**src/rtl/pcie_phy_pkg.sv**
```systemverilog
// Shared definitions for the Gen3+ 128b/130b transmit path.
//   SYNC_DATA / SYNC_OS : sync header codes for data and ordered-set blocks
//   SKP_SYMBOL / SKP_END: SKP ordered-set filler and terminator symbols
//   sched_state_t       : block scheduler FSM states
package pcie_phy_pkg;

    localparam logic [1:0] SYNC_DATA  = 2'b10;
    localparam logic [1:0] SYNC_OS    = 2'b01;

    localparam logic [7:0] SKP_SYMBOL = 8'hAA;
    localparam logic [7:0] SKP_END    = 8'hE1;

    typedef enum logic [1:0] {
        S_DISABLED = 2'd0,
        S_READY    = 2'd1,
        S_STREAM   = 2'd2
    } sched_state_t;

endpackage

```
**src/rtl/pcie_skp_timer.sv**
```systemverilog
// SKP insertion timer. Counts transferred non-SKP blocks and raises
// skp_pending once SKP_INTERVAL of them have gone out.
//   clk, reset   : clock, async active-high reset
//   count_en     : a non-SKP block transferred this cycle
//   clear        : a SKP block is being loaded (wins over count_en)
//   flush        : link disabled, restart the interval
//   skp_pending  : SKP due
module pcie_skp_timer #(
    parameter int unsigned SKP_INTERVAL = 370
) (
    input  logic clk,
    input  logic reset,
    input  logic count_en,
    input  logic clear,
    input  logic flush,
    output logic skp_pending
);

    localparam int unsigned CNT_W = $clog2(SKP_INTERVAL + 1);
    localparam logic [CNT_W-1:0] CNT_MAX = CNT_W'(SKP_INTERVAL);

    logic [CNT_W-1:0] count_q, count_d;
    logic             skp_pending_q;

    // Count saturates at the interval until a SKP is loaded.
    always_comb begin
        count_d = count_q;
        if (flush || clear) begin
            count_d = '0;
        end else if (count_en && (count_q != CNT_MAX)) begin
            count_d = count_q + 1'b1;
        end
    end

    always_ff @(posedge clk or posedge reset) begin
        if (reset) begin
            count_q       <= '0;
            skp_pending_q <= 1'b0;
        end else begin
            count_q       <= count_d;
            skp_pending_q <= (count_d == CNT_MAX);
        end
    end

    assign skp_pending = skp_pending_q;

endmodule

```
**src/rtl/pcie_tx_block_scheduler.sv**
```systemverilog
// Block scheduler for the 128b/130b transmit path. Picks one block per
// cycle from the link-layer data stream, the LTSSM ordered-set request or
// a timed SKP, tags it with its sync header and holds it in a valid/ready
// output register. Ordered sets are only inserted between data streams.
//   clk, reset             : clock, async active-high reset
//   link_en                : LTSSM in a transmitting state
//   data_valid/in/last     : data stream source, data_ready accepts
//   os_req/os_payload      : ordered-set request, os_ack accepts
//   skp_pending            : SKP due, upstream should close the stream
//   blk_valid/sync/payload : output block, blk_ready accepts
module pcie_tx_block_scheduler
    import pcie_phy_pkg::*;
#(
    parameter int unsigned DATA_WIDTH   = 128,
    parameter int unsigned SKP_INTERVAL = 370
) (
    input  logic                  clk,
    input  logic                  reset,
    input  logic                  link_en,
    input  logic                  data_valid,
    input  logic [DATA_WIDTH-1:0] data_in,
    input  logic                  data_last,
    output logic                  data_ready,
    input  logic                  os_req,
    input  logic [DATA_WIDTH-1:0] os_payload,
    output logic                  os_ack,
    output logic                  skp_pending,
    output logic                  blk_valid,
    output logic [1:0]            blk_sync,
    output logic [DATA_WIDTH-1:0] blk_payload,
    input  logic                  blk_ready
);

    sched_state_t          state_q;
    logic                  blk_valid_q;
    logic [1:0]            blk_sync_q, blk_sync_d;
    logic [DATA_WIDTH-1:0] blk_payload_q, blk_payload_d;
    logic                  blk_is_skp_q;

    logic                  load_en;
    logic                  sel_skp, sel_os, sel_data, sel_idle, load;
    logic [DATA_WIDTH-1:0] skp_payload;

    assign load_en = link_en & (~blk_valid_q | blk_ready);

    always_comb begin
        skp_payload = '0;
        for (int i = 0; i < 12; i++) begin
            skp_payload[8*i +: 8] = SKP_SYMBOL;
        end
        skp_payload[8*12 +: 8] = SKP_END;
    end

    // Source select. S_DISABLED never loads; in S_STREAM the OS and SKP
    // sources are held off until the stream closes.
    always_comb begin
        sel_skp  = 1'b0;
        sel_os   = 1'b0;
        sel_data = 1'b0;
        sel_idle = 1'b0;
        if (load_en) begin
            case (state_q)
                S_READY: begin
                    if (skp_pending)     sel_skp  = 1'b1;
                    else if (os_req)     sel_os   = 1'b1;
                    else if (data_valid) sel_data = 1'b1;
                end
                S_STREAM: begin
                    if (data_valid) sel_data = 1'b1;
                    else            sel_idle = 1'b1;
                end
                default: ;
            endcase
        end
    end

    assign load       = sel_skp | sel_os | sel_data | sel_idle;
    assign data_ready = sel_data;
    assign os_ack     = sel_os;

    always_comb begin
        blk_sync_d    = (sel_data || sel_idle) ? SYNC_DATA : SYNC_OS;
        blk_payload_d = '0;
        if (sel_skp)       blk_payload_d = skp_payload;
        else if (sel_os)   blk_payload_d = os_payload;
        else if (sel_data) blk_payload_d = data_in;
    end

    always_ff @(posedge clk or posedge reset) begin
        if (reset) begin
            state_q       <= S_DISABLED;
            blk_valid_q   <= 1'b0;
            blk_sync_q    <= 2'b00;
            blk_payload_q <= '0;
            blk_is_skp_q  <= 1'b0;
        end else begin
            if (!link_en) begin
                state_q <= S_DISABLED;
            end else begin
                case (state_q)
                    S_DISABLED: state_q <= S_READY;
                    S_READY:    if (sel_data && !data_last) state_q <= S_STREAM;
                    S_STREAM:   if (sel_data && data_last)  state_q <= S_READY;
                    default:    state_q <= S_DISABLED;
                endcase
            end

            // Output slice: a held block drains even with link_en low.
            if (load) begin
                blk_valid_q   <= 1'b1;
                blk_sync_q    <= blk_sync_d;
                blk_payload_q <= blk_payload_d;
                blk_is_skp_q  <= sel_skp;
            end else if (blk_ready) begin
                blk_valid_q   <= 1'b0;
            end
        end
    end

    assign blk_valid   = blk_valid_q;
    assign blk_sync    = blk_sync_q;
    assign blk_payload = blk_payload_q;

    pcie_skp_timer #(
        .SKP_INTERVAL (SKP_INTERVAL)
    ) u_skp_timer (
        .clk         (clk),
        .reset       (reset),
        .count_en    (blk_valid_q & blk_ready & ~blk_is_skp_q),
        .clear       (sel_skp),
        .flush       (~link_en),
        .skp_pending (skp_pending)
    );

endmodule

```
**config.mk**
```make
export PLATFORM = sky130hd
export DESIGN_NAME = pcie_tx_block_scheduler
export DESIGN_NICKNAME = d
export VERILOG_FILES = /design/src/rtl/pcie_phy_pkg.sv /design/src/rtl/pcie_skp_timer.sv /design/src/rtl/pcie_tx_block_scheduler.sv
export SDC_FILE = /design/constraint.sdc
export NUM_CORES = 1
export LEC_CHECK = 0
export BUFFER_PORTS_ARGS = -buffer_cell sky130_fd_sc_hd__buf_2
export CORE_AREA = 2 2 154 156
export DETAILED_ROUTE_END_ITERATION = 6
export DIE_AREA = 0 0 156 158
export PLACE_DENSITY_LB_ADDON = 0.3
export SYNTH_ARGS = -nofsm -noshare
export SYNTH_HDL_FRONTEND = slang
export SYNTH_SLANG_ARGS = --single-unit
```
**constraint.sdc**
```tcl
create_clock -name clk -period 5.2 [get_ports clk]
set_input_delay 1.04 -clock clk [delete_from_list [all_inputs] [get_ports clk]]
set_output_delay 1.04 -clock clk [all_outputs]
set_load 0.05 [all_outputs]
```
Yosys cells after proc, flatten, opt, wreduce, memory -nomap -nowiden
Cells that the tools add are included.
{"block": "totals", "ff_bits": 144, "memories": 0, "latch_bits": 0, "rom_bits": 0, "ram_bits": 0, "out_inout_bits": 134}
{"block": "classes", "shift": 0, "reduce_logical": 9, "eq_ne": 6, "bitwise": 10, "n_addsub": 1, "div_mod_pow": 0, "mul": 0, "n_mux": 27, "magnitude_cmp": 0}
{"operator": "128-bit 2-to-1 mux", "count": 3}
{"operator": "9-bit 2-to-1 mux", "count": 2}
{"operator": "1-bit 2-to-1 mux", "count": 16}
{"operator": "9-bit by 1-bit adder with 9-bit output, second input constant", "count": 1}
{"operator": "9-bit equality test, second input constant", "count": 1}
{"operator": "9-bit != test, second input constant", "count": 1}
{"operator": "2-bit 2-to-1 mux", "count": 4}
{"operator": "3-bit != test, second input constant", "count": 2}
{"operator": "2-bit one-hot mux with 3 select lines", "count": 1}
{"operator": "1-bit OR", "count": 4}
{"operator": "1-bit bitwise AND", "count": 3}
{"operator": "1-bit logical AND", "count": 3}
{"operator": "1-bit inverter", "count": 3}
{"operator": "2-bit by 1-bit equality test with 1-bit output, second input constant", "count": 1}
{"operator": "2-bit equality test, second input constant", "count": 1}
{"operator": "2-bit logical NOT", "count": 1}
{"operator": "1-bit logical OR", "count": 2}
{"operator": "1-bit one-hot mux with 2 select lines", "count": 1}
{"operator": "2-bit AND reduction", "count": 1}
{"operator": "2-bit nonzero test", "count": 1}
{"operator": "1-bit logical NOT", "count": 1}

Depth between registers and ports, before layout
{"block": "logic_depth", "word_depth": 9, "mapped_depth": 10}

By module
From an unflattened synthesis, not the netlist that was laid out.
{"block": "unflattened", "hier_cells": 760, "area_unflattened_um2": 7682.4}
{"module": "pcie_tx_block_scheduler", "instances": 1, "area_per_inst_um2": 7125.6, "cells_per_inst": 704, "seq_area_each_um2": 3353.2}
{"module": "pcie_skp_timer", "instances": 1, "area_per_inst_um2": 556.8, "cells_per_inst": 56, "seq_area_each_um2": 250.2}

Worst setup path before layout
No wires, ideal clock.
{"block": "synth_path", "kind": "input to output", "start": "input port blk_ready", "end": "output port data_ready", "arrival_ps": 1997, "path_slack_ps": 2163, "cell_stages": 3, "n_path_buf": 0, "required_time_ps": 4160, "path_cell_list": "nand2b_2 nand3_1 nor2_1"}
{"block": "synth_between", "elab_chain_cells": 3}
{"element": "from (decl)", "line": "pcie_tx_block_scheduler.sv:31", "rtl": "input logic blk_ready"}
{"element": "1-bit OR", "line": "pcie_tx_block_scheduler.sv:44", "rtl": "assign load_en = link_en & (~blk_valid_q | blk_ready);"}
{"element": "1-bit bitwise AND", "line": "pcie_tx_block_scheduler.sv:44"}
{"element": "1-bit 2-to-1 mux", "line": "pcie_tx_block_scheduler.sv:61", "rtl": "if (load_en) begin"}
{"element": "to (decl)", "line": "pcie_tx_block_scheduler.sv:23", "rtl": "output logic data_ready,"}
Every way passes these cells.

Final worst setup path
{"block": "layout_path", "start": "input port blk_ready", "end": "output port os_ack"}
{"block": "layout_between", "elab_chain_cells": 3}
{"element": "1-bit OR", "line": "pcie_tx_block_scheduler.sv:44"}
{"element": "1-bit bitwise AND", "line": "pcie_tx_block_scheduler.sv:44"}
{"element": "1-bit 2-to-1 mux", "line": "pcie_tx_block_scheduler.sv:61"}
{"element": "to (decl)", "line": "pcie_tx_block_scheduler.sv:26", "rtl": "output logic os_ack,"}
Every way passes these cells.

==> summary.txt <==
DRT Pass-1 Iters = 5
CP max FO = 6
Synth unique cells = 45
Final setup fails = 0
Mean area per synthesized cell = 9.66 um2
Die height = 158 um
Num CTS Buffers = 17
Post-CTS Hold Buffers = 0
PortBufs = 396
Startpoint type of the worst setup path = input pin
Clock Tree Root = clkbuf_16
Vias post-DR = 6667
Top FF cell, synth = dfrtp_1
Fmax achieved = 0.311 GHz
Cells along the critical path = buf_2 -> nand2b_2 -> nand2_2 -> nor3_4 -> buf_2
CP Data Required Time = 4.16 ns
Hold-critical path depth = 2
Launching point of the worst reg2reg path = state_q[0]
Total gr overflow = 0
Routed WL per cell = 15.9 um
Cell taking the most area after synthesis = dfrtp_1
Post-layout min period = 3.21 ns
Gpl congestion = 0.794
Area growth syn-to-layout = 40.7%
Fillers = 2335
Post-synthesis cell area = 6800 um2
Post-DP HPWL = 15800 um
Antenna violations before repair = 0
WS Path Type = input pin to primary output
YS warnings = 0
Max-slew violations = 0
Ys async rst share = 100%
Kind of end point of the critical path = primary output
Reg2Reg Setup Slack = 2.22 ns
DR WL met2 = 11000 um
Tot GR Track Use = 17.0%
Max-Cap Viols = 0
Global-route wire length before repair = 32900 um
Vias in the first global route = 6322
IR drop worst, VDD = 0.000178 V
Rel. slew slack = 42.5%
Worst Hold Path EP = blk_payload[76]
Max incr delay on CP = 0.38 ns
Power Density = 460 nW/um2
Commonest cells in the synthesized netlist = dfrtp_1 (144), nor2_1 (124), nand2_1 (88), o21ai_0 (82), a22oi_1 (76)
Initial Util = 29.5%
Cells after Synth = 704
M1 WL = 8700 um
H-tree levels = 4
Fin crit share = 61.8%
Largest net degree at the start of global routing = 129
DRT antenna net count = 0
Clk buf depth = 2
Core area = 23100 um2
Post-cts sizing count = 0
NumNets Final = 1338
Syn_nets = 973
Final core occ = 41.5%
RSZ-0062 raised after global routing = no
Crit path DAT = 2.17 ns
CTS tree = yes
Leading cell type by number of instances after synthesis = dfrtp_1
Met3 Routed Length = 1840 um
Ratio of cells with drive above 1 in the final layout = 42.6%
Status = finished clean
Cell Rows = 56
Final Hold Fails = 0
Vias per inst = 4.87
Full die area = 24600 um2
DRC viols = 0
Setup repair bufs after CTS = 0
Count of state elements after synthesis = 144
Worst Tran Pin Value = 0.862 ns
R2R depth = 6
Top post-synthesis cells by area = dfrtp_1 (53%), a22oi_1 (8.4%), nor2_1 (6.8%), o21ai_0 (6.0%), a221oi_1 (4.9%)
Hold Path Origin = blk_payload[76]
Hold WC Path Type = register to register
CP dominant cell by count = buf_2
Antenna diodes = 0
Drt initial violations = 391
Die X = 156 um
Highest metal used = met4
R2r endpoint = blk_payload[46]
EDFF count, synth = 0
Clock transition at path regs = 0.06 ns
Critical-path top delay cell = buf_2
Clk_skew = 0.0160 ns
Worst skew pair latency = 0.43 ns
Top-area cell type share of the netlist area = 53.0%
Setup TNS = 0 ns
Clock sink count = 144
Sequential share of the synthesized area = 53.0%
Leak Pwr = 4.79 nW
WL final = 21800 um
I/O Pins = 397
[layer usage]
metal | GRT usage [%] | up-vias
li1 | - | 3249
met1 | 20.2 | 3095
met2 | 29.5 | 304
met3 | 5.26 | 19
met4 | 5.77 | 0
met5 | 0 | -
[power breakdown]
part,switching (mW),total (mW),internal (mW)
sequential,0.116,1.48,1.36
combinational,1.26,1.63,0.373
clock,0.492,1.29,0.800
total,1.87,4.40,2.53
[stage by stage]
stage | instance area [um2] | hold slack [ns] | total power [mW] | setup WS (ns) | std cells
2_1_floorplan | 6800 | 0.470 | 2.67 | 0.294 | 704
3_3_place_gp | 8950 | 0.457 | 3.13 | 1.98 | 1340
3_5_place_dp | 8950 | 0.465 | 3.15 | 1.85 | 1340
4_1_cts | 9570 | 0.478 | 4.46 | 1.98 | 1370
5_1_grt | 9570 | 0.496 | 4.63 | 1.89 | 1370
6_report | 9570 | 0.473 | 4.40 | 1.99 | 1370
[worst max path at each step]
stage                     startpoint               to  slack, ns  cells after the start
final                      blk_ready           os_ack       1.99                      5
after CTS                  blk_ready           os_ack       1.98                      5
after global placement    data_valid  blk_payload[22]       1.98                      6
after global routing      state_q[1]           os_ack       1.89                      5
after detailed placement  data_valid  blk_payload[46]       1.85                      6
after floorplan                reset     blk_is_skp_q       0.29                      1
[logic make-up after synthesis]
| logic type | synth area share (%) |
|---|---|
| compound gates | 24.8 |
| xor+xnor | 0.901 |
| fa+ha+maj | 1.10 |
| buf+inv | 5.35 |
| flops | 53.0 |
| mux | 0.442 |
| simple gates | 14.4 |
[worst max-delay path: cells and delay by family]
| family | cells | cell delay, ns |
|---|---|---|
| simple gates | 3 | 0.64 |
| buf+inv | 2 | 0.49 |
[placed cells by master, fill, tap and decap left out, types with 3 or more instances in the layout]
cell type,count
a21oi_1,6
a221oi_1,38
a221oi_2,14
a22oi_1,76
buf_2,396
buf_4,8
bufinv_16,4
clkbuf_16,17
clkinvlp_4,3
dfrtp_1,144
ha_1,6
inv_1,12
inv_6,3
mux2i_1,3
nand2_1,88
nand2b_1,5
nand3_1,5
nor2_1,123
nor3_1,3
nor3b_1,3
o21ai_0,82
xnor2_1,6
[flip-flops by register name, summed over array words and instances, names as in the netlist]
signal and cells:
blk_is_skp_q 1, blk_payload 128, blk_valid 1, u_skp_timer.count_q 9, u_skp_timer.skp_pending 1, blk_sync 2, state_q 2
[layout make-up]
cell class	count	area (um2)	area share [%]
Multi-Input combinational cell	488	2870	30.0
Clock buffer	17	425	4.45
Clock inverter	13	188	1.96
Tap cell	290	363	3.79
Timing Repair Buffer	405	2060	21.6
Inverter	13	53.8	0.562
Sequential cell	144	3600	37.7
Power figures use the tool's default switching activity.
